**src/rtl/writeback_stage_if.sv**
```systemverilog
// Upstream-to-writeback instruction bus.
//   valid    : upstream presents an instruction
//   ready    : writeback stage can accept it this cycle
//   rd       : destination register
//   regwren  : instruction writes rd
//   wbsel    : writeback source (0=ALU, 1=LOAD, 2=PC+4, 3=none)
//   alu_res  : ALU result; for loads, the effective address
//   pc       : instruction PC
//   funct3   : load type (LB/LH/LW/LBU/LHU)
// master = upstream stage, slave = writeback stage.
interface writeback_stage_if #(
    parameter int DWIDTH = 32
);
    logic              valid;
    logic              ready;
    logic [4:0]        rd;
    logic              regwren;
    logic [1:0]        wbsel;
    logic [DWIDTH-1:0] alu_res;
    logic [DWIDTH-1:0] pc;
    logic [2:0]        funct3;

    modport master (
        output valid, rd, regwren, wbsel, alu_res, pc, funct3,
        input  ready
    );

    modport slave (
        input  valid, rd, regwren, wbsel, alu_res, pc, funct3,
        output ready
    );
endinterface

```
**src/rtl/writeback_stage.sv**
```systemverilog
// Final pipeline stage: drives the register-file write port.
// Selects ALU result, aligned/extended load data or PC+4; stalls upstream
// while a load is waiting on the data-memory response, abandoning it after
// LOAD_TIMEOUT cycles.
// Ports:
//   clk_i, reset_i   clock, synchronous active-high reset
//   up               upstream instruction bus (slave side)
//   mem_rvalid_i     load response valid (single-cycle pulse)
//   mem_rdata_i      aligned 32-bit word from data memory
//   rd_o             register-file destination
//   regwren_o        register-file write enable, one pulse per write
//   datawb_o         register-file write data
//   retire_o         one pulse per completed instruction
//   load_err_o       sticky: misaligned/illegal load or load timeout
module writeback_stage #(
    parameter int DWIDTH       = 32,
    parameter int LOAD_TIMEOUT = 15
) (
    input  logic              clk_i,
    input  logic              reset_i,
    writeback_stage_if.slave  up,
    input  logic              mem_rvalid_i,
    input  logic [DWIDTH-1:0] mem_rdata_i,
    output logic [4:0]        rd_o,
    output logic              regwren_o,
    output logic [DWIDTH-1:0] datawb_o,
    output logic              retire_o,
    output logic              load_err_o
);
    localparam int CW = (LOAD_TIMEOUT > 1) ? $clog2(LOAD_TIMEOUT) : 1;
    localparam logic [CW-1:0] CNT_MAX = CW'(LOAD_TIMEOUT - 1);

    localparam logic [1:0] WB_ALU  = 2'd0;
    localparam logic [1:0] WB_LOAD = 2'd1;
    localparam logic [1:0] WB_PC4  = 2'd2;
    localparam logic [1:0] WB_NONE = 2'd3;

    localparam logic [2:0] F3_LB  = 3'b000;
    localparam logic [2:0] F3_LH  = 3'b001;
    localparam logic [2:0] F3_LW  = 3'b010;
    localparam logic [2:0] F3_LBU = 3'b100;
    localparam logic [2:0] F3_LHU = 3'b101;

    typedef enum logic {IDLE, WAIT_LOAD} state_t;

    state_t            state_q, state_d;
    logic [CW-1:0]     cnt_q, cnt_d;

    // Load context captured at accept
    logic [4:0]        l_rd;
    logic              l_regwren;
    logic [2:0]        l_funct3;
    logic [1:0]        l_off;
    logic              capture;

    // Next-cycle output values
    logic              wr_d, ret_d, err_d;
    logic [4:0]        rd_d;
    logic [DWIDTH-1:0] data_d;

    logic              accept;
    logic              load_illegal;
    logic [7:0]        ld_byte;
    logic [15:0]       ld_half;
    logic [DWIDTH-1:0] ld_data;

    assign up.ready = (state_q == IDLE);
    assign accept   = up.valid && up.ready;

    // Alignment / legality of the load presented on the bus
    always_comb begin
        // NOTE: every signal assigned in always_comb gets a default first so no latch is inferred.
        load_illegal = 1'b1;
        case (up.funct3)
            F3_LB, F3_LBU: load_illegal = 1'b0;
            F3_LH, F3_LHU: load_illegal = up.alu_res[0];
            F3_LW:         load_illegal = (up.alu_res[1:0] != 2'b00);
            default:       load_illegal = 1'b1;
        endcase
    end

    // Extract and extend the loaded value from the response word
    always_comb begin
        ld_byte = mem_rdata_i[{l_off, 3'b000} +: 8];
        ld_half = mem_rdata_i[{l_off[1], 4'b0000} +: 16];
        case (l_funct3)
            F3_LB:   ld_data = {{(DWIDTH-8){ld_byte[7]}}, ld_byte};
            F3_LBU:  ld_data = {{(DWIDTH-8){1'b0}}, ld_byte};
            F3_LH:   ld_data = {{(DWIDTH-16){ld_half[15]}}, ld_half};
            F3_LHU:  ld_data = {{(DWIDTH-16){1'b0}}, ld_half};
            default: ld_data = mem_rdata_i;
        endcase
    end

    // Next state and next registered outputs
    always_comb begin
        state_d = state_q;
        cnt_d   = cnt_q;
        capture = 1'b0;
        wr_d    = 1'b0;
        ret_d   = 1'b0;
        err_d   = 1'b0;
        rd_d    = up.rd;
        data_d  = up.alu_res;

        case (state_q)
            IDLE: begin
                if (accept) begin
                    if (up.wbsel == WB_LOAD) begin
                        if (load_illegal) begin
                            ret_d = 1'b1;
                            err_d = 1'b1;
                        end else begin
                            state_d = WAIT_LOAD;
                            cnt_d   = '0;
                            capture = 1'b1;
                        end
                    end else begin
                        ret_d  = 1'b1;
                        wr_d   = up.regwren && (up.rd != 5'd0) && (up.wbsel != WB_NONE);
                        data_d = (up.wbsel == WB_PC4) ? up.pc + DWIDTH'(4) : up.alu_res;
                    end
                end
            end
            WAIT_LOAD: begin
                // A response on the timeout cycle still completes normally
                if (mem_rvalid_i) begin
                    state_d = IDLE;
                    ret_d   = 1'b1;
                    wr_d    = l_regwren && (l_rd != 5'd0);
                    rd_d    = l_rd;
                    data_d  = ld_data;
                end else if (cnt_q == CNT_MAX) begin
                    state_d = IDLE;
                    ret_d   = 1'b1;
                    err_d   = 1'b1;
                end else begin
                    cnt_d = cnt_q + CW'(1);
                end
            end
            default: state_d = IDLE;
        endcase
    end

    always_ff @(posedge clk_i) begin
        // NOTE: sequential state uses non-blocking assignments so all registers update from pre-edge values.
        if (reset_i) begin
            state_q    <= IDLE;
            cnt_q      <= '0;
            rd_o       <= '0;
            regwren_o  <= 1'b0;
            datawb_o   <= '0;
            retire_o   <= 1'b0;
            load_err_o <= 1'b0;
        end else begin
            state_q   <= state_d;
            cnt_q     <= cnt_d;
            regwren_o <= wr_d;
            retire_o  <= ret_d;
            // Write port data holds its last value on non-writing cycles
            if (wr_d) begin
                rd_o     <= rd_d;
                datawb_o <= data_d;
            end
            if (err_d) begin
                load_err_o <= 1'b1;
            end
        end
    end

    // NOTE: load context is pure datapath, only read in WAIT_LOAD after capture, so it has no reset.
    always_ff @(posedge clk_i) begin
        if (capture) begin
            l_rd      <= up.rd;
            l_regwren <= up.regwren;
            l_funct3  <= up.funct3;
            l_off     <= up.alu_res[1:0];
        end
    end
endmodule

```
**src/flat_wrapper.sv**
```systemverilog
// flat-port wrapper written by rule: the top's interface ports become plain ports
module writeback_stage_flat 
#(
    parameter int DWIDTH       = 32,
    parameter int LOAD_TIMEOUT = 15
)
  (clk_i, reset_i, mem_rvalid_i, mem_rdata_i, rd_o, regwren_o, datawb_o, retire_o, load_err_o, up_valid, up_rd, up_regwren, up_wbsel, up_alu_res, up_pc, up_funct3, up_ready);
  writeback_stage_if #(.DWIDTH(DWIDTH)) up_i ();
  input  logic clk_i;
  input  logic reset_i;
  input  logic mem_rvalid_i;
  input  logic [DWIDTH-1:0] mem_rdata_i;
  output logic [4:0] rd_o;
  output logic regwren_o;
  output logic [DWIDTH-1:0] datawb_o;
  output logic retire_o;
  output logic load_err_o;
  input wire logic [$bits(up_i.valid)-1:0] up_valid;
  input wire logic [$bits(up_i.rd)-1:0] up_rd;
  input wire logic [$bits(up_i.regwren)-1:0] up_regwren;
  input wire logic [$bits(up_i.wbsel)-1:0] up_wbsel;
  input wire logic [$bits(up_i.alu_res)-1:0] up_alu_res;
  input wire logic [$bits(up_i.pc)-1:0] up_pc;
  input wire logic [$bits(up_i.funct3)-1:0] up_funct3;
  output wire logic [$bits(up_i.ready)-1:0] up_ready;
  assign up_i.valid = up_valid;
  assign up_i.rd = up_rd;
  assign up_i.regwren = up_regwren;
  assign up_i.wbsel = up_wbsel;
  assign up_i.alu_res = up_alu_res;
  assign up_i.pc = up_pc;
  assign up_i.funct3 = up_funct3;
  assign up_ready = up_i.ready;
  writeback_stage #(.DWIDTH(DWIDTH), .LOAD_TIMEOUT(LOAD_TIMEOUT)) u_core (.clk_i(clk_i), .reset_i(reset_i), .up(up_i), .mem_rvalid_i(mem_rvalid_i), .mem_rdata_i(mem_rdata_i), .rd_o(rd_o), .regwren_o(regwren_o), .datawb_o(datawb_o), .retire_o(retire_o), .load_err_o(load_err_o));
endmodule
```
**config.mk**
```make
export PLATFORM = sky130hd
export DESIGN_NAME = writeback_stage_flat
export DESIGN_NICKNAME = d
export VERILOG_FILES = /design/src/rtl/writeback_stage_if.sv /design/src/rtl/writeback_stage.sv /design/src/flat_wrapper.sv
export SDC_FILE = /design/constraint.sdc
export NUM_CORES = 1
export LEC_CHECK = 0
export BUFFER_PORTS_ARGS = -buffer_cell sky130_fd_sc_hd__clkbuf_2
export CORE_MARGIN = 2
export CORE_UTILIZATION = 25
export CTS_CLUSTER_SIZE = 20
export DETAILED_ROUTE_END_ITERATION = 7
export PLACE_DENSITY_LB_ADDON = 0.15
export SYNTH_ARGS = -nofsm -noshare
export SYNTH_HDL_FRONTEND = slang
export SYNTH_SLANG_ARGS = --single-unit
export TNS_END_PERCENT = 1
```
**constraint.sdc**
```tcl
create_clock -name clk_i -period 2.6 [get_ports clk_i]
set_input_delay 0.52 -clock clk_i [delete_from_list [all_inputs] [get_ports clk_i]]
set_output_delay 0.52 -clock clk_i [all_outputs]
set_load 0.01 [all_outputs]
```
Word level (Yosys, flattened, before mapping):

Index checks and enable logic that the tools add are counted.

* register bits: 56
* output and inout port bits: 41
* word-level logic and storage cells: 80

* add/sub/neg operators: 2
* eq/ne operators: 16
* shift-type cells: 2
* muxes and demuxes: 36
* bitwise operators: 1
* reductions and logical operators: 12

Operators with widths (count)
* 32-bit 2-to-1 mux: 4
* 32-bit case mux with 4 select lines: 1
* 32-bit case mux with 2 select lines: 1
* 32-bit by 3-bit adder with 32-bit output (second input constant): 1
* 32-bit by 6-bit indexed part select with 16-bit output: 1
* 32-bit by 6-bit indexed part select with 8-bit output: 1
* 4-bit 2-to-1 mux: 5
* 1-bit 2-to-1 mux: 17
* 3-bit equality test (second input constant): 4
* 2-bit inequality test (second input constant): 6
* 5-bit 2-to-1 mux: 2
* 5-bit nonzero test: 2
* 1-bit case mux with 2 select lines: 4
* 4-bit case mux with 2 select lines: 1
* 3-bit by 1-bit equality test with 1-bit output (second input constant): 2
* 3-bit logical NOT: 2
* 5-bit AND reduction: 1
* 4-bit by 1-bit adder with 4-bit output (second input constant): 1
* 4-bit equality test (second input constant): 1
* 1-bit logical AND: 4
* 2-bit OR reduction: 2
* 3-bit by 2-bit equality test with 1-bit output (second input constant): 1
* 1-bit case mux with 3 select lines: 1
* 2-bit by 1-bit equality test with 1-bit output (second input constant): 1
* other kinds (3): 3

Depth between registers and ports, before layout:

* depth after elaboration: 7
* gate-level depth with buffers: 8
* depth with buffers taken out: 8

Worst setup path after synthesis:

No wires, ideal clock.

* kind: in2reg
* start: input up_pc[2]
* end: register u_core.datawb_o[22]
* arrival: 1.875 ns
* setup slack: 0.634 ns
* stages: 8
* path through: ha_1 > and3_1 > buf_2 > nand4_2 > nor4_1 > xor2_1 > a21oi_1 > a311oi_1

* longest elaborated chain between the ends: 5

RTL lines
* from (decl): line flat_wrapper.sv:23 `input wire logic [$bits(up_i.pc)-1:0] up_pc;`
* 32-bit by 3-bit adder with 32-bit output: line writeback_stage.sv:121 `data_d = (up.wbsel == WB_PC4) ? up.pc + DWIDTH'(4) : up.alu_res;`
* 32-bit 2-to-1 mux: line writeback_stage.sv:121
* 32-bit 2-to-1 mux: line writeback_stage.sv:109 `if (up.wbsel == WB_LOAD) begin`
* 32-bit 2-to-1 mux: line writeback_stage.sv:108 `if (accept) begin`
* 32-bit case mux with 2 select lines: line writeback_stage.sv:106 `case (state_q)`
* to (signal assigned): line writeback_stage.sv:163 `datawb_o <= data_d;`
* to (decl): line writeback_stage.sv:26 `output logic [DWIDTH-1:0] datawb_o,`

Every way passes these cells.
A chain may end at the register's enable or synchronous reset.

Worst setup path after layout:

* start: register u_core.l_off[1]
* end: register u_core.datawb_o[8]

* longest elaborated chain between the ends: 4
* elaborated cells between the ends (all ways): 5

RTL lines
* from (decl): line writeback_stage.sv:53 `logic [1:0] l_off;`
* from (signal assigned): line writeback_stage.sv:177 `l_off <= up.alu_res[1:0];`
* 32-bit by 6-bit indexed part select with 16-bit output / 32-bit by 6-bit indexed part select with 8-bit output (equally long branches): line writeback_stage.sv:85, writeback_stage.sv:84
* 32-bit case mux with 4 select lines *: line writeback_stage.sv:86 `case (l_funct3)`
* 32-bit 2-to-1 mux *: line writeback_stage.sv:127 `if (mem_rvalid_i) begin`
* 32-bit case mux with 2 select lines *: line writeback_stage.sv:106

Every way passes the cells marked *; elsewhere a longest branch is shown, timed or not.

==> results.cfg <==
[worst_setup_path]
worstSetupPathType = reg2reg
rr_startpoint = u_core.l_off[1]
critPathMaxFanout = 5
reg2reg_depth = 6
critPathLaunchType = register
r2r_slack_ns = 0.34
r2r-end = u_core.datawb_o[8]
crit_arrival_ns = 2.44
endpoint_kind = register
cp.required_ns = 2.78

[final_layout]
finalNetCount = 767
synthToLayoutAreaGrowth_pct = 31.79
seq_area_um2 = 1231
multi_input_area_um2 = 2486
final_layout_size_suffix_gt1_share_pct = 30.12
filler_cell_count = 1687
num_antenna_cells = 0

[routing]
ant_nets = 0
viasPerCell = 5.298
wl_met1_um = 7977
drc = 0
drt_iter0_markers = 242
top_layer_used = met4
wirelength_um = 16610
drtPass1Iterations = 5
met3_length_um = 849
vias = 4461
met2WireLength_um = 7503
route.detailed.wl_per_inst_um = 19.73

[yosys]
postSynthAreaPerCell_um2 = 7.739
ys_warn_count = 0
synth_fp_nets = 616
syn_area_um2 = 3885
synth_cell_types = 65
yosys-top-cells-area = dfxtp_1 23%, edfxtp_1 8.5%, nor2_1 7.5%
synth_most_common_cell = nor2_1
synth_top_area_share_pct = 23.19
synth_seq_cells = 56
syn_inst = 502
synth_edf_count = 11
synth-async-reset-ratio_pct = 0
synth.largest_area_cell = dfxtp_1
ys_top_cells_by_count = 78 x nor2_1, 45 x dfxtp_1, 40 x nand2_1, 33 x a21oi_1, 27 x nor3_1
synth_flop_cell = dfxtp_1
ys_seq_area_share_pct = 31.69

[clock_network]
cts_tree = yes
postCtsSetupBuffers = 0
clk_pin_slew_ns = 0.07
clockBufferDepth = 2
clock-sinks = 56
cts_inserted_buffers = 5
clockRootBuffer = clkbuf_16
post_cts_resized = 0
clock_latency_ns = 0.30
hold_buffers = 0
htreeDepth = 2

[worst_hold_path]
min_path_type = in2reg
min_from = up_funct3[2]
min_delay_worst_endpoint = u_core.l_funct3[2]
hold_depth = 1

[placement]
preCtsSetupSlack_ns = 0.1814
place.gp.congestion = 0.8969
place_hpwl_um = 13250
io_buffers = 151

[floorplanning]
coreArea_um2 = 15200
die_h_um = 128.7
dieWidth_um = 128.7
initial_core_util_pct = 25.56
rows = 45
fp.dieArea_um2 = 16550
pin_count = 152

[timing]
setup_tns_ns = 0
period_share_pct = 86.93
maxSlewHeadroom_pct = 47.34
setup_viol = 0
tightest_slew_ns = 0.7872
slew_violations = 0
setup_slack_ns = 0.3398
fmax_mhz = 442.4
grt_setup_unrepaired = no
finClkSkew_ns = 0.006011
period_minus_slack_ns = 2.260
hold_viol = 0

[global_route]
grt_pass1_wl_um = 24990
grt_pass1_vias = 4333
antenna_found_initial = 0
track_usage_pct = 19.85
grt_max_degree = 34
gr-total-overflow = 0

[run_status]
outcome = completed

[job]
drv_cap = 0

[pwr]
power.density_nw_per_um2 = 412.5
peakVddDrop_mv = 0.2056
p_leak_nw = 2.105
registers in the layout, summed over array words and instances, names as in the netlist:
| register | flops |
|---|---|
| u_core.l_regwren | 1 |
| u_core.retire_o | 1 |
| u_core.regwren_o | 1 |
| u_core.l_off | 2 |
| u_core.l_funct3 | 3 |
| u_core.rd_o | 5 |
| u_core.cnt_q | 4 |
| u_core.datawb_o | 32 |
| u_core.state_q | 1 |
| u_core.load_err_o | 1 |
| u_core.l_rd | 5 |
metal layers:
metal | up-vias | track usage, %
met3 | 15 | 2.994
met1 | 2111 | 27.83
met5 | - | 0
met4 | 0 | 5.563
li1 | 2173 | -
met2 | 162 | 31.75
power breakdown:
part / switching [mW] / internal (mW) / total (mW) / leakage, nW
Combinational: 0.269 / 0.197 / 0.466 / 1.57
Clock: 0.341 / 0.358 / 0.699 / 0.0669
Sequential: 0.0255 / 0.922 / 0.948 / 0.467
worst max path at each step:
stage,startpoint,slack [ns],end,cells after the start
after floorplan,up_pc[2],0.63,u_core.datawb_o[22],8
after global placement,up_pc[2],0.16,u_core.datawb_o[8],9
after detailed placement,up_pc[6],0.18,u_core.datawb_o[15],8
after CTS,u_core.l_off[1],0.36,u_core.datawb_o[8],6
after global routing,u_core.l_off[1],0.18,u_core.datawb_o[8],6
final,u_core.l_off[1],0.34,u_core.datawb_o[8],6
cell usage in the layout, fill, tap and decap left out, drive strengths merged, types with 4 or more instances in the layout:
master / instances
a211oi: 13
or3: 6
nor4: 7
mux2i: 9
nand2: 40
and3: 6
nor2b: 4
nor3: 27
clkbuf: 157
a2111oi: 4
nand3: 20
edfxtp: 11
a21o: 4
xor2: 15
and4: 5
xnor2: 10
a2bb2oi: 5
nor2: 78
a31oi: 9
nor3b: 4
buf: 27
inv: 8
nand2b: 8
nand4: 4
a21oi: 33
dfxtp: 45
a311oi: 13
o21ai: 28
cells by family (layout without fill, tap and decap cells):
logic type               after synthesis  after routing  share of synthesized area (%)
flip-flops                            56             56                          31.69
adder cells (fa/ha/maj)                3              3                         0.9663
buffers and inverters                 42            194                          4.605
XOR/XNOR                              25             25                          5.636
AO/OA/AOI/OAI                        145            145                          26.57
AND/OR/NAND/NOR                      219            219                          27.05
multiplexers                          12             12                          3.478
metrics by stage:
stage               hold slack (ns)  area (um2)  instances  power, mW  util (%)
global route                 0.4012        5120        842      2.212     33.68
floorplan                    0.4542        3885        502      1.177         -
global placement             0.4522        4979        834      1.431     32.75
detailed placement           0.4614        4979        834      1.434     32.75
CTS                          0.3950        5120        842      2.135     33.68
finish                       0.4065        5120        842      2.112     33.68
area by class of cell:
| class | count | share of cell area [%] |
|---|---|---|
| multi-input cells | 404 | 48.56 |
| flip-flops and latches | 56 | 24.05 |
| repair buffers | 178 | 19.45 |
| well taps | 188 | 4.594 |
| clock buffers | 6 | 2.517 |
| inverters | 8 | 0.5865 |
| clock inverters | 2 | 0.2444 |
worst max-delay path, stage by stage (launching register included):
cell	delay, ns
edfxtp_1	0.43
mux4_2	0.54
nand2_1	0.17
a211oi_1	0.12
a2111oi_0	0.62
buf_4	0.21
nor3_1	0.04
Power figures use the tool's default switching activity.
